File: config.mk
export PLATFORM = sky130hd
export DESIGN_NAME = mdio_reg_responder_flat
export DESIGN_NICKNAME = d
export VERILOG_FILES = /design/src/rtl/mdio_reg_responder_if.sv /design/src/rtl/mdio_reg_responder.sv /design/src/flat_wrapper.sv
export SDC_FILE = /design/constraint.sdc
export NUM_CORES = 1
export LEC_CHECK = 0
export CORE_AREA = 3 3 109 111
export CTS_BUF_LIST = sky130_fd_sc_hd__clkbuf_2 sky130_fd_sc_hd__clkbuf_4 sky130_fd_sc_hd__clkbuf_8
export CTS_CLUSTER_SIZE = 10
export DETAILED_ROUTE_END_ITERATION = 10
export DIE_AREA = 0 0 112 114
export GPL_TIMING_DRIVEN = 0
export PLACE_DENSITY = 0.73
export SLEW_MARGIN = 0
export SYNTH_ARGS = -nofsm -noshare
export SYNTH_HDL_FRONTEND = slang
export SYNTH_SLANG_ARGS = --single-unit
File: constraint.sdc
create_clock -name clk -period 4.5 [get_ports clk]
set_input_delay 0.9 -clock clk [delete_from_list [all_inputs] [get_ports clk]]
set_output_delay 0.9 -clock clk [all_outputs]
set_load 0.02 [all_outputs]
File: src/rtl/mdio_reg_responder_if.sv
// Register-bus and MDIO pin bundle for mdio_reg_responder.
// slave: the responder; master: the register initiator plus the PHY pin side.
interface mdio_reg_responder_if;
  logic        mac_request;
  logic [13:0] mac_addr;
  logic        mac_rdwn;
  logic [31:0] mac_wr_data;
  logic        mac_done;
  logic [31:0] mac_rd_data;
  logic        busy;
  logic        mdc;
  logic        mdio_out;
  logic        mdio_oe;
  logic        mdio_in;

  modport slave (
    input  mac_request, mac_addr, mac_rdwn, mac_wr_data, mdio_in,
    output mac_done, mac_rd_data, busy, mdc, mdio_out, mdio_oe
  );

  modport master (
    output mac_request, mac_addr, mac_rdwn, mac_wr_data, mdio_in,
    input  mac_done, mac_rd_data, busy, mdc, mdio_out, mdio_oe
  );
endinterface

File: src/rtl/mdio_reg_responder.sv
// Register-bus responder that runs clause-22 MDIO read/write frames on MDC/MDIO.
// Define MDIO_PREAMBLE_SUPPRESS_EN to drop the 32-bit preamble (frame starts at ST).
module mdio_reg_responder #(
  parameter logic [4:0] PHY_ADDR = 5'd0,
  parameter int         MDC_DIV  = 20
) (
  input  logic               clk,
  input  logic               rst,
  mdio_reg_responder_if.slave bus
);
  localparam logic [13:0] CTRL_ADDR = 14'h010;
  localparam logic [13:0] DATA_ADDR = 14'h014;
  localparam logic [5:0]  CMD_RD    = 6'hD;
  localparam logic [5:0]  CMD_WR    = 6'hF;
  localparam int          DIV_W     = $clog2(MDC_DIV);
`ifdef MDIO_PREAMBLE_SUPPRESS_EN
  localparam logic [5:0]  START_BIT = 6'd32;
`else
  localparam logic [5:0]  START_BIT = 6'd0;
`endif

  typedef enum logic [1:0] {IDLE, REG_ACK, FRAME, FINISH} state_t;

  state_t             state, state_nxt;
  logic [15:0]        data_wr, data_rd;
  logic [10:0]        ctrl;
  logic [13:0]        req_addr;
  logic               req_rdwn;
  logic               frame_rd;
  logic [5:0]         bit_idx;
  logic               half;
  logic [DIV_W-1:0]   div_cnt;
  logic               done, busy, mdc, mdio_out, mdio_oe;
  logic [31:0]        rd_data;
  logic               start_frame, div_last, frame_end;
  logic               unused_wr_hi;

  // Line value for frame bit idx; read frames leave the line at 1 once released.
  function automatic logic frame_bit(input logic [5:0] idx, input logic rd,
                                     input logic [4:0] ra, input logic [15:0] wd);
    logic b;
    b = 1'b1;
    if (idx == 6'd32)                     b = 1'b0;
    else if (idx == 6'd34)                b = rd;
    else if (idx == 6'd35)                b = ~rd;
    else if (idx >= 6'd36 && idx <= 6'd40) b = PHY_ADDR[3'(6'd40 - idx)];
    else if (idx >= 6'd41 && idx <= 6'd45) b = ra[3'(6'd45 - idx)];
    else if (idx == 6'd47)                b = rd;
    else if (idx >= 6'd48)                b = rd | wd[4'(6'd63 - idx)];
    return b;
  endfunction

  function automatic logic frame_oe(input logic [5:0] idx, input logic rd);
    return ~rd | (idx <= 6'd45);
  endfunction

  assign start_frame = bus.mac_request && (bus.mac_addr == CTRL_ADDR) && !bus.mac_rdwn &&
                       ((bus.mac_wr_data[5:0] == CMD_RD) || (bus.mac_wr_data[5:0] == CMD_WR));
  assign div_last    = (div_cnt == DIV_W'(MDC_DIV - 1));
  assign frame_end   = div_last && half && (bit_idx == 6'd63);
  assign unused_wr_hi = ^bus.mac_wr_data[31:16];

  always_ff @(posedge clk) begin
    if (rst) state <= IDLE;
    else     state <= state_nxt;
  end

  always_comb begin
    state_nxt = state;
    case (state)
      IDLE:    if (bus.mac_request) state_nxt = start_frame ? FRAME : REG_ACK;
      REG_ACK: state_nxt = IDLE;
      FRAME:   if (frame_end) state_nxt = FINISH;
      FINISH:  state_nxt = IDLE;
      default: state_nxt = IDLE;
    endcase
  end

  // Request capture: only meaningful while a request is in flight, so no reset.
  always_ff @(posedge clk) begin
    if (state == IDLE && bus.mac_request) begin
      req_addr <= bus.mac_addr;
      req_rdwn <= bus.mac_rdwn;
      frame_rd <= (bus.mac_wr_data[5:0] == CMD_RD);
    end
  end

  always_ff @(posedge clk) begin
    if (rst) begin
      done     <= 1'b0;
      rd_data  <= '0;
      busy     <= 1'b0;
      mdc      <= 1'b0;
      mdio_out <= 1'b1;
      mdio_oe  <= 1'b0;
      data_wr  <= '0;
      data_rd  <= '0;
      ctrl     <= '0;
      bit_idx  <= '0;
      half     <= 1'b0;
      div_cnt  <= '0;
    end else begin
      done <= 1'b0;
      case (state)
        IDLE: if (bus.mac_request) begin
          busy <= 1'b1;
          if (!bus.mac_rdwn && bus.mac_addr == DATA_ADDR) data_wr <= bus.mac_wr_data[15:0];
          if (!bus.mac_rdwn && bus.mac_addr == CTRL_ADDR) ctrl <= bus.mac_wr_data[10:0];
          if (start_frame) begin
            bit_idx  <= START_BIT;
            half     <= 1'b0;
            div_cnt  <= '0;
            mdc      <= 1'b0;
            mdio_out <= frame_bit(START_BIT, bus.mac_wr_data[5:0] == CMD_RD,
                                  bus.mac_wr_data[10:6], data_wr);
            mdio_oe  <= 1'b1;
          end
        end
        REG_ACK: begin
          done <= 1'b1;
          busy <= 1'b0;
          if (req_rdwn && req_addr == DATA_ADDR)      rd_data <= {16'h0, data_rd};
          else if (req_rdwn && req_addr == CTRL_ADDR) rd_data <= {busy, 20'h0, ctrl};
          else                                        rd_data <= '0;
        end
        FRAME: begin
          if (!div_last) begin
            div_cnt <= div_cnt + 1'b1;
          end else if (!half) begin
            div_cnt <= '0;
            half    <= 1'b1;
            mdc     <= 1'b1;
            if (frame_rd && bit_idx >= 6'd48) data_rd <= {data_rd[14:0], bus.mdio_in};
          end else begin
            div_cnt <= '0;
            half    <= 1'b0;
            mdc     <= 1'b0;
            if (bit_idx == 6'd63) begin
              // Frame complete: release the line and answer the command write.
              mdio_oe  <= 1'b0;
              mdio_out <= 1'b1;
              done     <= 1'b1;
              busy     <= 1'b0;
              rd_data  <= frame_rd ? {16'h0, data_rd} : 32'h0;
            end else begin
              bit_idx  <= bit_idx + 6'd1;
              mdio_out <= frame_bit(bit_idx + 6'd1, frame_rd, ctrl[10:6], data_wr);
              mdio_oe  <= frame_oe(bit_idx + 6'd1, frame_rd);
            end
          end
        end
        default: ;
      endcase
    end
  end

  assign bus.mac_done    = done;
  assign bus.mac_rd_data = rd_data;
  assign bus.busy        = busy;
  assign bus.mdc         = mdc;
  assign bus.mdio_out    = mdio_out;
  assign bus.mdio_oe     = mdio_oe;
endmodule
File: src/flat_wrapper.sv
// flat-port wrapper written by rule: the top's interface ports become plain ports
module mdio_reg_responder_flat 
#(
  parameter logic [4:0] PHY_ADDR = 5'd0,
  parameter int         MDC_DIV  = 20
)
  (clk, rst, bus_mac_request, bus_mac_addr, bus_mac_rdwn, bus_mac_wr_data, bus_mdio_in, bus_mac_done, bus_mac_rd_data, bus_busy, bus_mdc, bus_mdio_out, bus_mdio_oe);
  mdio_reg_responder_if bus_i ();
  input  logic clk;
  input  logic rst;
  input wire logic [$bits(bus_i.mac_request)-1:0] bus_mac_request;
  input wire logic [$bits(bus_i.mac_addr)-1:0] bus_mac_addr;
  input wire logic [$bits(bus_i.mac_rdwn)-1:0] bus_mac_rdwn;
  input wire logic [$bits(bus_i.mac_wr_data)-1:0] bus_mac_wr_data;
  input wire logic [$bits(bus_i.mdio_in)-1:0] bus_mdio_in;
  output wire logic [$bits(bus_i.mac_done)-1:0] bus_mac_done;
  output wire logic [$bits(bus_i.mac_rd_data)-1:0] bus_mac_rd_data;
  output wire logic [$bits(bus_i.busy)-1:0] bus_busy;
  output wire logic [$bits(bus_i.mdc)-1:0] bus_mdc;
  output wire logic [$bits(bus_i.mdio_out)-1:0] bus_mdio_out;
  output wire logic [$bits(bus_i.mdio_oe)-1:0] bus_mdio_oe;
  assign bus_i.mac_request = bus_mac_request;
  assign bus_i.mac_addr = bus_mac_addr;
  assign bus_i.mac_rdwn = bus_mac_rdwn;
  assign bus_i.mac_wr_data = bus_mac_wr_data;
  assign bus_i.mdio_in = bus_mdio_in;
  assign bus_mac_done = bus_i.mac_done;
  assign bus_mac_rd_data = bus_i.mac_rd_data;
  assign bus_busy = bus_i.busy;
  assign bus_mdc = bus_i.mdc;
  assign bus_mdio_out = bus_i.mdio_out;
  assign bus_mdio_oe = bus_i.mdio_oe;
  mdio_reg_responder #(.PHY_ADDR(PHY_ADDR), .MDC_DIV(MDC_DIV)) u_core (.clk(clk), .rst(rst), .bus(bus_i));
endmodule
---- Word level (Yosys, flattened, before mapping) ----
Memory sizes are Yosys's and may differ from the RTL's.
Cells that the tools add are included.
storage, ports and cells
  flip-flop bits (word level) ............. 109
  bits in read-only memories .............. 8
  bits of input ports ..................... 51
  output and inout port bits .............. 37
  word-level logic and storage cells ...... 143
  memories kept ........................... 1
memories
  name             words  bits a word  read ports  clocked after Yosys merged registers in  wr ports  RTL line                  source
  (no name shown)  8      1            1           0                                        0         mdio_reg_responder.sv:46  else if (idx >= 6'd36 && idx <= 6'd40) b = PHY_ADDR[3'(6'd40 - idx)];
cells by class
  add/subtract/negate cells ............... 5
  order comparisons ....................... 9
  equal/unequal tests ..................... 22
  multiplexer cells ....................... 57
  bitwise operators ....................... 4
  reduce and logical (&&, ||, !) cells .... 30
operators by type and width
  operator                                               count
  2-to-1 mux 32 bit                                      5
  one-hot mux 32 bit (2 select lines)                    1
  == test 14 x 5 -> 1 bit, second input constant         4
  == test 6 bit, second input constant                   5
  2-to-1 mux 6 bit                                       5
  2-to-1 mux 1 bit                                       29
  >= comparator 6 bit, second input constant             4
  2-to-1 mux 16 bit                                      1
  2-to-1 mux 5 bit                                       3
  logical AND 1 bit                                      13
  == test 6 x 4 -> 1 bit, second input constant          2
  less-or-equal comparator 6 bit, second input constant  2
  one-hot mux 6 bit (2 select lines)                     1
  AND reduction 4 bit                                    3
  inequality test 2 x 1 -> 1 bit, second input constant  5
  one-hot mux 5 bit (2 select lines)                     1
  AND reduction 5 bit                                    2
  AND reduction 3 bit                                    3
  < comparator 3 x 4 -> 1 bit, second input constant     2
  one-hot mux 1 bit (2 select lines)                     4
  adder 6 x 1 -> 6 bit, second input constant            1
  2-to-1 mux 2 bit                                       3
  one-hot mux 2 bit (3 select lines)                     1
  AND reduction 6 bit                                    1
  21 further kinds                                       26

---- Depth between registers and ports, before layout ----
  depth after elaboration ................. 16
  gate-level depth with buffers ........... 10
  mapped depth without buffers ............ 8

---- Least setup slack after synthesis ----
OpenSTA, ideal clock, no wires.
  path type ............................... input port to flip-flop
  start ................................... input port bus_mac_addr[10]
  end ..................................... register u_core.mdio_out (netlist: u_core.bus.mdio_out)
  library setup time ...................... 0.134 ns
  arrival ................................. 2.601 ns
  required time ........................... 4.366 ns
  setup slack ............................. 1.765 ns
  cell stages on the path ................. 6
  path through ............................ or4_4 > o41ai_2 > o2111a_2 > or4b_1 > o31ai_1 > a41oi_1
on the way
  longest elaborated chain between the ends .. 6
ends and longest elaborated chain
  what                                             RTL line                   source
  start: declaration                               flat_wrapper.sv:12         input wire logic [$bits(bus_i.mac_addr)-1:0] bus_mac_addr;
  == test 14 x 5 -> 1 bit                          mdio_reg_responder.sv:57   assign start_frame = bus.mac_request && (bus.mac_addr == CTRL_ADDR) && !bus.mac_rdwn &&
  logical AND 1 bit (3 in series)                  mdio_reg_responder.sv:57
  inequality test 2 x 1 -> 1 bit (no source line)  -
  AND reduction 5 bit (no source line)             -
  end signal: assignment                           mdio_reg_responder.sv:114  mdio_out <= frame_bit(START_BIT, bus.mac_wr_data[5:0] == CMD_RD,
  end signal: assignment                           mdio_reg_responder.sv:147  mdio_out <= frame_bit(bit_idx + 6'd1, frame_rd, ctrl[10:6], data_wr);
  end: declaration                                 mdio_reg_responder.sv:33   logic done, busy, mdc, mdio_out, mdio_oe;
Every way passes these cells.
A chain may end at the register's enable or synchronous reset.

---- Worst setup path after layout ----
  start ................................... input port bus_mac_request
  end ..................................... register u_core.bit_idx[2]
on the way
  longest elaborated chain between the ends .. 5
  elaborated cells between the ends (all ways) .. 6
  classes of those cells .................. eq/ne: 2; reduce/logical: 4
ends and longest elaborated chain
  what                                             RTL line                   source
  start: declaration                               flat_wrapper.sv:11         input wire logic [$bits(bus_i.mac_request)-1:0] bus_mac_request;
  logical AND 1 bit (3 in series)                  mdio_reg_responder.sv:57
  inequality test 2 x 1 -> 1 bit (no source line)  -
  AND reduction 6 bit (no source line) (*)         -
  end signal: assignment                           mdio_reg_responder.sv:146  bit_idx <= bit_idx + 6'd1;
  end: declaration                                 mdio_reg_responder.sv:30   logic [5:0] bit_idx;
Mark *: on every way between the ends. The rest lies on a longest branch, timed or not.

==> results.ini <==
[clocking]
htreeDepth=3
cts_tree=built
post_cts_buffers=0
clk_latency_ns=0.36
post_cts_resized=0
clock-sinks=94
holdBufCountCts=0
root_buffer=clkbuf_8
cts_buffer_depth=2
clk_pin_slew_ns=0.10
cts_buffers=9

[pwr]
ir_worst_vdd_uv=218.4
power_uw=1694
power.density_mw_per_mm2=310.5
leakage_uw=0.002086

[run_status]
run_status=complete, no violations

[route]
firstDrtPassIters=5
met3WireLength_um=630
post_drt_wl_per_cell_um=15.79
vias_per_cell=5.342
vias=3627
drc=0
m1WireLength_um=4843
totalWireLength_um=10720
drtAntennaViolNets=0
highest_layer=met4
drt_iter0_markers=216
wl_met2_um=5099

[layout]
nets=595
drive_gt1_frac=0.1113
syn_to_final_growth_pct=22.53
post-route-util=0.5011
antenna_cells_inserted=0
fillCellCount=1036

[grt]
grt_remaining_overflow=0
grt_first_pass_wirelength_um=17390
grt_max_degree=22
grt_pass1_vias=3488
antenna_found_initial=0
track_usage=0.1689

[timing]
clock.fmax_ghz=0.3094
tightest_slew_ns=1.098
finalHoldViolCount=0
slew_violations=0
setup_violations=0
fin_crit_sh=0.7182
period_needed_ns=3.232
final.setup.tns_ns=0
maxSlewHeadroom=0.2617
rsz0062_at_grt=false
skew_ns=0.01859

[floorplanning]
start_util=0.4090
die_h_um=114
die-area_mm2=0.01277
io-pin-count=88
design.core.area_mm2=0.01089
die_x_um=112
rows=38

[yosys]
synth_cell_types=62
ys_ff_latch=94
syn_area_mm2=0.004453
synth-edff-count=16
ys_async_sr_fraction=0
yosysWarningCount=0
synthCells=454
avgSynthCellArea_um2=9.808
yosysSeqAreaShare=0.4586
synth-main-ff-cell=dfxtp_1

[setup_path]
cp_slowest_stage_delay_ns=0.64
path_class=input port to flip-flop
end_kind=flip-flop
arrival_ns=3.53
startpoint_type=input port
cp.required_ns=4.80
path_buf_inv=1
cp_top_family=simple AND/OR/NAND/NOR gates
crit_chain=clkdlybuf4s50_1 > or2b_2 > nor4_1 > nand3_1 > a2111oi_1 > o21ai_0 > nand2_1
crit_fanout=4
cp_slowest_cell=a2111oi_1

[worst_hold_path]
hold_path.class=flip-flop to flip-flop

[placement]
gp_congestion=0.8536
portBuffers=55
place_hpwl_um=8027

[run]
maxCapViolCount=0

## state kept, by name, indices dropped and copies added (netlist names), 2 cells and up
name                    flops
u_core.bus.mac_rd_data     17
u_core.data_wr             16
u_core.req_addr            14
u_core.state                2
u_core.bit_idx              6
u_core.data_rd             16
u_core.ctrl                11
u_core.div_cnt              5
## synth_stat cells, types with 3 or more instances
library cell	n	area, um2
and2_1	4	25.02
buf_4	17	127.6
clkbuf_1	13	48.80
nand2_1	14	52.55
nor4_1	4	25.02
nor2_1	82	307.8
nand4_1	4	25.02
inv_1	12	45.04
nor4b_1	4	35.03
nor2b_1	3	18.77
mux4_2	3	67.56
a21oi_1	15	75.07
ha_1	10	125.1
buf_2	5	25.02
mux2i_1	48	480.5
nand3b_1	4	30.03
xnor2_1	4	35.03
nand3_1	11	55.05
o21ai_0	15	75.07
nor3_1	16	80.08
dfxtp_1	78	1562
a221oi_1	11	96.34
a22oi_1	9	67.56
clkbuf_8	4	55.05
edfxtp_1	16	480.5
## final timing paths
path / start / endpoint / slack (ns) / cells past startpoint
worst min register to register: u_core.bus.mdio_oe$_SDFFE_PP0P_ / u_core.bus.mdio_oe$_SDFFE_PP0P_ / 0.48 / 2
worst min-delay path: u_core.bus.mdio_oe$_SDFFE_PP0P_ / u_core.bus.mdio_oe$_SDFFE_PP0P_ / 0.48 / 2
worst max-delay path: bus_mac_request / u_core.bit_idx[2]$_SDFFE_PP0P_ / 1.27 / 7
worst max register to register: u_core.bit_idx[1]$_SDFFE_PP0P_ / u_core.bus.mac_rd_data[10]$_SDFFE_PP0P_ / 1.30 / 8
## worst min-delay path, cell delays in order (launching register included)
cell,delay [ns]
dfxtp_1,0.33
nand2b_1,0.06
a21oi_1,0.06
## cells in the final DEF, fill, tap and decap left out, drive strengths merged, types with 10 or more instances in the layout
| master | count |
|---|---|
| a21oi | 15 |
| a221oi | 11 |
| buf | 24 |
| clkbuf | 27 |
| clkdlybuf4s50 | 55 |
| conb | 15 |
| dfxtp | 78 |
| edfxtp | 16 |
| ha | 10 |
| inv | 14 |
| mux2i | 48 |
| nand2 | 14 |
| nand3 | 12 |
| nor2 | 82 |
| nor3 | 16 |
| o21ai | 15 |
## where the power goes
group | switching (uW) | total (uW) | internal, uW
sequential | 11.4 | 890 | 878
clock | 304 | 629 | 325
combinational | 94.6 | 175 | 80.7
total | 410 | 1690 | 1280
## through the flow
step | hold slack [ns] | std cells | area (um2) | setup WS [ns]
floorplan | 0.4492 | 468 | 4506 | 1.765
finish | 0.4808 | 679 | 5456 | 1.268
detailed placement | 0.4741 | 663 | 5231 | 0.9055
global placement | 0.4617 | 663 | 5231 | 0.9070
global route | 0.5166 | 679 | 5456 | 0.9863
CTS | 0.4880 | 679 | 5456 | 1.276
## per-layer routing
| layer | global-route usage | vias up |
|---|---|---|
| li1 | - | 1760 |
| met1 | 0.2258 | 1734 |
| met2 | 0.2818 | 121 |
| met3 | 0.03714 | 12 |
| met4 | 0.04006 | 0 |
| met5 | 0 | - |
## cell families after synthesis
logic type	count (synthesis)	share of synthesized area
simple gates	166	0.1897
fa+ha+maj	10	0.02810
compound gates	71	0.1118
other cells	1	0.0008421
mux	53	0.1281
buf+inv	53	0.07108
flops	94	0.4586
xor+xnor	6	0.01180
## layout make-up
cell class	count	area, um2	share of cell area
Multi-Input combinational cell	321	2147	0.3935
Sequential cell	94	2042	0.3742
Timing Repair Buffer	55	550.5	0.1009
Buffer	41	271.5	0.04976
Tap cell	140	175.2	0.03210
Clock buffer	10	131.4	0.02408
Clock inverter	6	93.84	0.01720
Inverter	12	45.04	0.008255
Power figures use the tool's default switching activity.
